==> src/rtl/project_4.sv <==
// project_4: registered 4-bit code to RGB colour decoder for a tri-colour LED.
// The switch inputs are asynchronous. Each bit goes through its own two-flop
// synchronizer. The synchronized code is decoded through a fixed colour table,
// and the result drives the LED from a register.
module project_4 (
    input  logic clk,
    input  logic rst,
    input  logic a,
    input  logic b,
    input  logic c,
    input  logic d,
    output logic R,
    output logic G,
    output logic B
);

    logic [3:0] sync_1;
    logic [3:0] sync_2;
    logic [2:0] base_colour;
    logic [2:0] colour;
    logic [2:0] rgb;

    // Two-flop synchronizer, one chain per input bit.
    always_ff @(posedge clk or posedge rst) begin
        if (rst) begin
            sync_1 <= 4'b0000;
            sync_2 <= 4'b0000;
        end else begin
            sync_1 <= {a, b, c, d};
            sync_2 <= sync_1;
        end
    end

    // Colour lookup. The upper eight codes are the bitwise complement of the lower eight.
    always_comb begin
        base_colour = 3'b000;
        case (sync_2[2:0])
            3'd0: base_colour = 3'b000;
            3'd1: base_colour = 3'b100;
            3'd2: base_colour = 3'b010;
            3'd3: base_colour = 3'b001;
            3'd4: base_colour = 3'b110;
            3'd5: base_colour = 3'b011;
            3'd6: base_colour = 3'b101;
            3'd7: base_colour = 3'b111;
            default: base_colour = 3'b000;
        endcase
        colour = sync_2[3] ? ~base_colour : base_colour;
    end

    // Output register. The LED only changes on a clock edge or on reset.
    always_ff @(posedge clk or posedge rst) begin
        if (rst) begin
            rgb <= 3'b000;
        end else begin
            rgb <= colour;
        end
    end

    assign {R, G, B} = rgb;

endmodule

==> config.mk <==
export PLATFORM = sky130hd
export DESIGN_NAME = project_4
export DESIGN_NICKNAME = d
export VERILOG_FILES = /design/src/rtl/project_4.sv
export SDC_FILE = /design/constraint.sdc
export NUM_CORES = 1
export LEC_CHECK = 0
export CAP_MARGIN = 15
export CORE_AREA = 2 2 39 41
export DETAILED_ROUTE_END_ITERATION = 12
export DIE_AREA = 0 0 41 43
export GPL_ROUTABILITY_DRIVEN = 0
export GPL_TIMING_DRIVEN = 0
export PLACE_DENSITY_LB_ADDON = 0.08
export SLEW_MARGIN = 20
export SYNTH_ARGS = -nofsm -noshare
export SYNTH_HDL_FRONTEND = slang
export SYNTH_SLANG_ARGS = --single-unit
==> constraint.sdc <==
create_clock -name clk -period 0.9 [get_ports clk]
set_input_delay 0.18 -clock clk [delete_from_list [all_inputs] [get_ports clk]]
set_output_delay 0.18 -clock clk [all_outputs]
set_load 0.02 [all_outputs]
==> summary.md <==
| Metric | Value |
|---|---|
| Post-synth top area cell | dfrtp_1 |
| Die X | 41 µm |
| Ys Warns | 0 |
| Mapped Avg Cell Area | roughly 18 µm² |
| Clk_skew | about 0.38 ps |
| # H-tree levels | 1 |
| Period utilization | 1.06 |
| DR iter-0 viols | 0 |
| P_leak | 0.225 nW |
| Post-Synthesis Cells | 19 |
| Slew Limit Fails | 0 |
| PwrDens | roughly 2000 nW/µm² |
| Antenna Nets Post-Route | 0 |
| Root Buffer | clkbuf_4 |
| Worst slew pin tran | between 400 and 500 ps |
| Mean routed wirelength per cell | between 8 and 9 µm |
| Global route total overflow | 0 |
| Share of layout cells above drive strength 1 | 0.333 |
| Die Ht | approximately 43 µm |
| Critical Path RT | between 1000 and 1500 ps |
| Top-count cell post-synth | dfrtp_1 |
| Initial antenna violation count | 0 |
| Vias per cell | about 3.8 |
| Critical path type | reg2reg |
| Num CTS Buffers | 3 |
| Status | finished, violations left |
| Core area | approximately 1400 µm² |
| Slowest stage delay, CP | approximately 380 ps |
| Inst Count DP | 43 |
| Hold Path Class | in2async |
| Pwr Total | 0.00103 W |
| Vias in the first global route | approximately 200 |
| Final Non-Filler Cells | 49 |
| Synth top area share | 0.797 |
| Die area | around 1800 µm² |
| Share of power burned in combinational logic | 0.147 |
| Io pins | 9 |
| Net switching power | between 0.0002 and 0.00025 W |
| Synthesis-to-layout area growth | 47.5% |
| Number of synthesized register bits | 11 |
| Setup crit start kind | register |
| CP endpoint kind | register |
| Total detailed-routing wirelength | about 430 µm |
| Via count | roughly 190 |
| Final setup fails | 6 |
| First-pass GRT wire length | between 700 and 800 µm |
| Relative slew slack | 0.722 |
| VDD IR max | 0.000592 V |
| Internal | 0.000794 W |
| Clk pin slew, worst setup/hold paths | about 70 ps |
| Yosys cell types | 7 |
| Row Count | 14 |
| Top delay family on crit path | flip-flops |
| Number of port buffers | 8 |
| Crit-path cells | maj3_2 -> xor2_1 |
| Hold_ws | about 200 ps |
| Fin crit period | ~950 ps |
| Ant diodes | 0 |
| Fraction of registers with async set/reset | 1.00 |
| # DRC | 0 |
| Failing checks | negative setup slack |
| Final hold violation count | 0 |
| Router iterations before antenna repair | 1 |
| Reg power frac | 0.534 |
| Fill count | around 140 |
| Max Root-Sink Buffers | 2 |
| Unrepaired setup endpoints after global routing | true |
| Synth Flop Type | dfrtp_1 |
| Sw frac | 0.230 |
| Clock tree from TritonCTS | yes |
| Worst Path Buf+Inv | 0 |
| Starting Density | 0.250 |
| Clock latency on the worst-skew pair | 260 ps |
| GRT Total Usage | 0.0755 |
| Syn nets | 25 |
| WP data arrival | approximately 1100 ps |
| Layout Nets | 40 |
| Worst Path Max Fanout | 2 |
| Worst path slowest cell | dfrtp_1 |
| Setup ws final | -51.4 ps |
| Most frequent cells after synthesis | dfrtp_1, nor2b_1, xnor2_1 |
| Max-Cap Viols | 0 |
| Synth top area cells | dfrtp_1, xnor2_1, xnor2_2, nor2b_1, maj3_2 |
| Post-synth EDFFs | 0 |
| Clk sinks | 11 |
| Largest net degree at the start of global routing | 12 |
| Post-synthesis sequential area ratio | 0.797 |
| Fmax | 1050 MHz |
| Cts hold-fix bufs | 0 |
| Clock share of power | 0.318 |
| Synthesized area | ~350 µm² |
flip-flops by register name, summed over array words and instances, names as in the netlist:
register / flops
rgb: 3
sync_1: 4
sync_2: 4
through the flow:
stage                     cell area (µm²)   util  TNS [ps]  setup slack (ps)
final                                 509  0.368      -211             -51.4
after global routing                  509  0.368      -467             -94.8
after CTS                             502  0.363      -270             -68.3
after detailed placement              445  0.322      -590              -179
after global placement                445  0.322      -583              -175
after floorplan                       345      -     -42.7             -42.7
repair_timing:
action | in CTS | in global routing
setup buffers | 2 | 0
setup endpoints to repair | 4 | 6
hold endpoints to repair | 0 | 0
pin swaps | 1 | 0
resized for setup | 19 | 1
cloned | 0 | 0
path summary, 6_finish.rpt:
kind | start | endpoint | slack (ps) | depth (start not counted)
worst max-delay path | sync_2[0] | rgb[0] | -50 | 2
worst min-delay path | rst | sync_2[3] | 200 | 2
worst max register to register | sync_2[0] | rgb[0] | -50 | 2
worst min register to register | sync_1[2] | sync_2[2] | 350 | 0
max in group asynchronous | rst | rgb[1] | 410 | 2
min in group clk | b | sync_1[2] | 350 | 1
logic make-up after synthesis:
| group | Yosys count | synth area share |
|---|---|---|
| buffers and inverters | 1 | 0.0109 |
| XOR/XNOR | 4 | 0.123 |
| flip-flops | 11 | 0.797 |
| AND/OR/NAND/NOR | 2 | 0.0362 |
| adder cells (fa/ha/maj) | 1 | 0.0326 |
placed cells by master, fill, tap and decap left out:
| cell type | count |
|---|---|
| dfrtp_1 | 11 |
| clkdlybuf4s50_1 | 5 |
| clkbuf_4 | 3 |
| buf_6 | 3 |
| nor2b_1 | 2 |
| buf_4 | 2 |
| xnor2_4 | 1 |
| xnor2_2 | 1 |
| maj3_2 | 1 |
| xor2_1 | 1 |
| xnor2_1 | 1 |
| inv_1 | 1 |
| clkbuf_1 | 1 |
final cells by class:
type                       instances  area (µm²)  share of cell area
sequential                        11         275               0.541
timing repair buffer              10        98.8               0.194
multi-input combinational          7        85.1               0.167
clock buffer                       4        26.3              0.0516
tap                               16        20.0              0.0393
inverter                           1        3.75             0.00737
layer usage:
layer | GRT usage | vias to the layer above | routed length (µm)
met2 | 0.0969 | 9 | 249
met3 | 0.0471 | 0 | 39
met5 | 0 | - | 0
met1 | 0.0746 | 93 | 141
met4 | 0.0800 | 0 | 0
li1 | - | 86 | -
power groups by stage:
| stage | Combinational [W] | Sequential (W) | Clock (W) |
|---|---|---|---|
| after floorplan | 0.0000383 | 0.000581 | 0 |
| after global placement | 0.000128 | 0.000555 | 0 |
| after detailed placement | 0.000129 | 0.000557 | 0 |
| after CTS | 0.000148 | 0.000551 | 0.000352 |
| after global routing | 0.000165 | 0.000554 | 0.000384 |
| final | 0.000152 | 0.000551 | 0.000328 |
Power figures use the tool's default switching activity.
